### config.mk
export PLATFORM = sky130hd
export DESIGN_NAME = fm_freq_word_loader
export DESIGN_NICKNAME = d
export VERILOG_FILES = /design/src/rtl/fm_freq_word_loader.sv
export SDC_FILE = /design/constraint.sdc
export NUM_CORES = 1
export LEC_CHECK = 0
export CAP_MARGIN = 5
export CORE_MARGIN = 2
export CORE_UTILIZATION = 60
export CTS_CLUSTER_SIZE = 14
export DETAILED_ROUTE_END_ITERATION = 8
export GPL_ROUTABILITY_DRIVEN = 0
export GPL_TIMING_DRIVEN = 0
export PLACE_DENSITY = 0.83
export SLEW_MARGIN = 20
export SYNTH_ARGS = -nofsm -noshare
export SYNTH_HDL_FRONTEND = slang
export SYNTH_SLANG_ARGS = --single-unit
### constraint.sdc
create_clock -name Clock -period 2.89 [get_ports Clock]
set_clock_uncertainty 0.1 [all_clocks]
set_input_delay 0.289 -clock Clock [delete_from_list [all_inputs] [get_ports Clock]]
set_output_delay 0.289 -clock Clock [all_outputs]
set_load 0.02 [all_outputs]
### src/rtl/fm_freq_word_loader.sv
// fm_freq_word_loader
// Assembles 48-bit FM frequency tuning words from the host byte link and
// writes them into the FM frequency value register.
//
// Frame: HEADER, 6 payload bytes MSB first, XOR of the 6 payload bytes.
//
// Ports
//   Clock      system clock, rising edge
//   Reset      synchronous, active-low
//   Rx_Data    received byte
//   Rx_Valid   Rx_Data is valid
//   Rx_Ready   loader can accept a byte (registered)
//   Freq_Word  last committed frequency word (register data input)
//   Freq_EN    one-cycle load strobe (register enable)
//   Busy       frame in progress
//   Err        one-cycle pulse on checksum failure or inter-byte timeout
//
// state   | meaning
// --------+--------------------------------------------------------------
// IDLE    | hunting for HEADER; non-header bytes are dropped silently
// PAYLOAD | shifting in the 6 payload bytes, running XOR checksum
// CHECK   | waiting for the checksum byte
// COMMIT  | Freq_EN high for this one cycle; Rx_Ready held low

module fm_freq_word_loader #(
  parameter logic [7:0] HEADER         = 8'hF5,
  parameter int         TIMEOUT_CYCLES = 1000000
) (
  input  logic        Clock,
  input  logic        Reset,
  input  logic [7:0]  Rx_Data,
  input  logic        Rx_Valid,
  output logic        Rx_Ready,
  output logic [47:0] Freq_Word,
  output logic        Freq_EN,
  output logic        Busy,
  output logic        Err
);

  localparam int            CW       = $clog2(TIMEOUT_CYCLES);
  localparam logic [CW-1:0] CNT_LAST = CW'(TIMEOUT_CYCLES - 1);

  typedef enum logic [1:0] {IDLE, PAYLOAD, CHECK, COMMIT} state_t;

  state_t        state, state_nxt;
  logic [47:0]   shadow;
  logic [7:0]    chk;
  logic [2:0]    idx;
  logic [CW-1:0] cnt;

  logic accept, in_frame, expired;
  logic start, take, load, fail;

  assign accept   = Rx_Valid && Rx_Ready;
  assign in_frame = (state == PAYLOAD) || (state == CHECK);
  // An accept on the expiry edge wins, so expiry requires no accept.
  assign expired  = in_frame && (cnt == CNT_LAST) && !accept;
  assign Busy     = (state != IDLE);

  always_comb begin
    state_nxt = state;
    start     = 1'b0;
    take      = 1'b0;
    load      = 1'b0;
    fail      = 1'b0;
    unique case (state)
      IDLE: begin
        if (accept && (Rx_Data == HEADER)) begin
          start     = 1'b1;
          state_nxt = PAYLOAD;
        end
      end
      PAYLOAD: begin
        if (accept) begin
          take = 1'b1;
          if (idx == 3'd5) state_nxt = CHECK;
        end else if (expired) begin
          fail      = 1'b1;
          state_nxt = IDLE;
        end
      end
      CHECK: begin
        if (accept) begin
          if (Rx_Data == chk) begin
            load      = 1'b1;
            state_nxt = COMMIT;
          end else begin
            fail      = 1'b1;
            state_nxt = IDLE;
          end
        end else if (expired) begin
          fail      = 1'b1;
          state_nxt = IDLE;
        end
      end
      COMMIT: state_nxt = IDLE;
      default: state_nxt = IDLE;
    endcase
  end

  always_ff @(posedge Clock) begin
    if (!Reset) begin
      state     <= IDLE;
      Rx_Ready  <= 1'b0;
      Freq_Word <= 48'h0;
      Freq_EN   <= 1'b0;
      Err       <= 1'b0;
      shadow    <= 48'h0;
      chk       <= 8'h0;
      idx       <= 3'd0;
      cnt       <= '0;
    end else begin
      state    <= state_nxt;
      Rx_Ready <= (state_nxt != COMMIT);
      Freq_EN  <= load;
      Err      <= fail;
      if (load) Freq_Word <= shadow;

      if (start || fail) begin
        shadow <= 48'h0;
        chk    <= 8'h0;
        idx    <= 3'd0;
      end else if (take) begin
        shadow <= {shadow[39:0], Rx_Data};
        chk    <= chk ^ Rx_Data;
        idx    <= idx + 3'd1;
      end

      // Counts idle cycles inside a frame; any accept or leaving the frame clears it.
      if (in_frame && !accept && !expired) cnt <= cnt + CW'(1);
      else                                 cnt <= '0;
    end
  end

endmodule

* Word level (Yosys, flattened, before mapping)
Cells that the tools add are included.
** Operators by class
- Bitwise operators :: 2
- Mux-type cells :: 19
- Reductions and logical operators :: 14
- Equality and inequality tests :: 8
- Add/sub/neg operators :: 2
** Operators with widths (count)
- 20-bit by 1-bit adder with 20-bit output (second input constant) :: 1
- 20-bit equality test (second input constant) :: 1
- 2-bit two-way mux :: 6
- 1-bit two-way mux :: 11
- 8-bit equality test :: 1
- 8-bit equality test (second input constant) :: 1
- 2-bit one-hot mux with 4 select lines :: 1
- 8-bit bitwise XOR :: 1
- 1-bit logical AND :: 6
- 2-bit equality test (second input constant) :: 2
- 3-bit by 1-bit adder with 3-bit output (second input constant) :: 1
- 3-bit equality test (second input constant) :: 1
- 2-bit by 1-bit equality test with 1-bit output (second input constant) :: 1
- 1-bit logical NOT :: 2
- 2-bit logical NOT :: 1
- 1-bit logical OR :: 2
- 2-bit inequality test (second input constant) :: 1
- 1-bit one-hot mux with 2 select lines :: 1
- 2-bit AND reduction :: 1
- 2-bit nonzero test :: 1
- 2-bit OR reduction :: 1
- 1-bit inverter :: 1
** Storage, ports and cells
- Input bits :: 11
- Register bits :: 132
- Word-level logic and storage cells :: 54
- Output and inout port bits :: 52

* Longest topological paths before layout
- Depth after elaboration :: 9
- Gate-level depth with buffers :: 8
- Mapped depth without buffers :: 7

* Worst setup path before layout
Ideal clock, no wire load.
- Path kind :: register to register
- From :: register cnt[0]
- To :: register shadow[33]
- Required time :: 2667 ps
- Clock period less this slack :: 1870 ps
- Slack :: 1020 ps
- Library setup time :: 123 ps
- Data arrival time :: 1647 ps
- Stages on the path, launching flop included :: 9
- Path buffers :: 2
- Path through :: dfxtp_1 -> ha_1 -> nand2_1 -> nor4_2 -> o211ai_1 -> a21boi_2 -> buf_6 -> buf_8 -> nor3_2
** On the way
- Longest elaborated chain between the ends :: 8
- Elaborated cells on any way between the ends :: 9
- Classes of those cells :: eq/ne (1); mux (4); reduce/logical (4)
** RTL lines
- start: declaration :: RTL line 49 : logic [CW-1:0] cnt;
- start signal: assignment :: RTL line 130 : if (in_frame && !accept && !expired) cnt <= cnt + CW'(1);
- 20-bit equality test * :: RTL line 57 : assign expired = in_frame && (cnt == CNT_LAST) && !accept;
- 1-bit logical AND * (2 in series) :: RTL line 57
- 1-bit two-way mux * :: RTL line 77, 91
- 1-bit two-way mux, on equally long branches :: RTL line 83, 74
- 1-bit one-hot mux with 2 select lines * :: RTL line 66 : unique case (state)
- 1-bit logical OR * :: RTL line 119 : if (start || fail) begin
- 2-bit OR reduction (no line) *
- end signal: assignment :: RTL line 124 : shadow <= {shadow[39:0], Rx_Data};
- end: declaration :: RTL line 46 : logic [47:0] shadow;
Mark *: on every way between the ends. The rest lies on a longest branch, timed or not.
A chain may end at the register's enable or synchronous reset.

* Worst setup path after layout
- From :: register state[1]
- To :: output Busy
** On the way
- Longest elaborated chain between the ends :: 1
** RTL lines
- start: declaration :: RTL line 45 : state_t state, state_nxt;
- start signal: assignment :: RTL line 113 : state <= state_nxt;
- 2-bit nonzero test :: RTL line 58 : assign Busy = (state != IDLE);
- end: declaration :: RTL line 36 : output logic Busy,
No other way between the ends.

==> impl_metrics.yaml <==
status:
  status: "complete, no violations"
clock_tree:
  htreeDepth: 4
  root_buffer: "clkbuf_8"
  path_clk_slew_ns: 0.06
  clk_latency_ns: 0.53
  ctsResizeCount: 0
  post_cts_buffers: 0
  clk_path_buf_depth: 2
  cts_made_buffers: 17
  cts_tree: "yes"
  hold_buffers: 0
  cts_sinks: 132
setup_path:
  crit_arrival_ns: 1.91
  worstReg2RegStart: "chk[6]"
  required_ns: 2.50
  critPathMaxFanout: 4
  rrSetupSlack_ns: 0.63
  r2r_cells: 7
  start_kind: "flop"
  endpoint_kind: "output port"
  timing.rr.end: "Freq_Word[39]"
  crit_type: "flop to output port"
global_routing:
  antenna_found_initial: 0
  grt_max_degree: 17
  grt_pass1_wl_um: 21000
  grtUsageTotal: 0.273
  grt-ovfl-total: 0
  grt_pass1_vias: 4181
timing:
  relSlewSlack: 0.551
  setup_violations: 0
  hold_ws_ns: 0.343
  timing.fmax_mhz: 436
  worstMarginPinSlew_ns: 0.667
  finalHoldViolations: 0
  fin_crit_sh: 0.794
  min_period_ns: 2.30
  setup_tns_ns: 0
  rsz0062_at_grt: "no"
  slew_viol_final: 0
synth:
  syn_inst: 527
  postSynthAreaPerCell_um2: 10.1
  yosys_register_bits: 132
  ys_async_sr_fraction: 0
  synth_edf_count: 0
  synth_cell_types: 43
  syn_area_um2: 5320
  ys_seq_area_frac: 0.497
  ys.flop_type: "dfxtp_1"
  yosysWarnings: 0
  synth_nets: 545
min_path:
  min-delay-start: "Reset"
  min_delay_path_depth: 2
  min_to: "Rx_Ready"
  hold_class: "input pin to flop"
final_layout:
  areaGrowthSynthToFinish_pct: 25.7
  num-fill-cells: 579
  diodes: 0
  fin_nets: 626
  fin_cells: 728
  layout_common_cells: "132 x dfxtp_1, 88 x mux2i_1, 77 x nor2_1"
  final_area_um2: 6680
  fin_util: 0.774
  drive_gt1_frac: 0.106
  final_common_cell: "dfxtp_1"
route:
  vias: 4179
  wl_um: 12700
  routedWlPerCell_um: 17.5
  drc: 0
  avgViaCountPerCell: 5.74
  drt_iter0_drc: 172
  drtPass1Iterations: 5
  ant_nets: 0
power:
  power_per_cell_area_nw_per_um2: 620
  p_leak_nw: 2.21
  ir_drop_uv: 567
place:
  dp.cells: 697
  io_buffers: 62
  placed_cell_area_um2: 6070
  dp_hpwl_um: 8270
floorplan:
  die-area_um2: 9630
  dieHeight_um: 98.1
  start_util: 0.616
  rows: 34
  pin_count: 63
  die_w_um: 98.1
  core_um2: 8640
run:
  maxCapViolations: 0
## worst max path at each step
stage / start / endpoint / slack [ns] / cells past startpoint
3_5_place_dp: Rx_Data[1] / Freq_Word[27] / 0.35 / 8
3_3_place_gp: Rx_Data[7] / Freq_Word[40] / 0.38 / 8
2_1_floorplan: cnt[0] / shadow[33] / 1.02 / 8
6_report: state[1] / Busy / 0.59 / 4
5_1_grt: state[1] / chk[5] / 0.50 / 8
4_1_cts: state[1] / Busy / 0.60 / 4
## layer usage
metal	global-route usage	wire length, um	vias up
li1	-	-	1996
met1	0.346	5440	1989
met2	0.456	6250	160
met3	0.0544	744	34
met4	0.115	309	0
met5	0	0	-
## per-stage QoR
| stage | power [mW] | setup WS [ns] |
|---|---|---|
| after detailed placement | 1.95 | 0.355 |
| final | 4.15 | 0.594 |
| after floorplan | 1.91 | 1.02 |
| after global routing | 4.23 | 0.505 |
| after CTS | 4.15 | 0.598 |
| after global placement | 1.95 | 0.383 |
## Yosys cell counts (all sizes together) (2+ instances only)
library cell / instances / share of area
a211oi: 10 / 0.014
a21oi: 2 / 0.0019
and3: 4 / 0.0047
and4: 2 / 0.0033
buf: 20 / 0.025
clkbuf: 10 / 0.0071
dfxtp: 132 / 0.50
ha: 7 / 0.016
inv: 8 / 0.0056
mux2i: 88 / 0.17
nand2: 32 / 0.023
nand3: 5 / 0.0056
nand4: 8 / 0.0094
nor2: 77 / 0.054
nor3: 59 / 0.067
nor4: 3 / 0.0047
o211ai: 2 / 0.0028
o21ai: 4 / 0.0038
or4b: 2 / 0.0038
xnor2: 20 / 0.033
xor2: 16 / 0.026
## critical path, cell delays in order (launching register included)
cell and delay, ns:
dfxtp_1 0.41, inv_1 0.12, ha_1 0.21, inv_1 0.06
clkdlybuf4s50_1 0.59
## area by class of cell
class | instances | area [um^2] | share of cell area
Timing Repair Buffer | 62 | 621 | 0.0928
Clock buffer | 19 | 432 | 0.0646
Sequential cell | 132 | 2640 | 0.395
Inverter | 9 | 33.8 | 0.00505
Clock inverter | 12 | 180 | 0.0270
Multi-Input combinational cell | 356 | 2470 | 0.370
Tap cell | 108 | 135 | 0.0202
Buffer | 30 | 169 | 0.0253
## flip-flops by register name, summed over array words and instances, names as in the netlist
| signal | cells |
|---|---|
| state | 2 |
| cnt | 20 |
| Err | 1 |
| Freq_Word | 48 |
| Freq_EN | 1 |
| idx | 3 |
| chk | 8 |
| shadow | 48 |
| Rx_Ready | 1 |
## kinds of logic after synthesis
| group | after synthesis | synth area share |
|---|---|---|
| compound gates | 26 | 0.0360 |
| xor+xnor | 36 | 0.0593 |
| fa+ha+maj | 7 | 0.0165 |
| buf+inv | 39 | 0.0381 |
| flops | 132 | 0.497 |
| mux | 88 | 0.166 |
| simple gates | 199 | 0.187 |
## power breakdown
| group | internal, mW | switching (mW) |
|---|---|---|
| combinational | 0.0314 | 0.0577 |
| sequential | 1.82 | 0.00276 |
| clock | 1.42 | 0.811 |
Note: power is estimated with default switching activity, not from simulation.
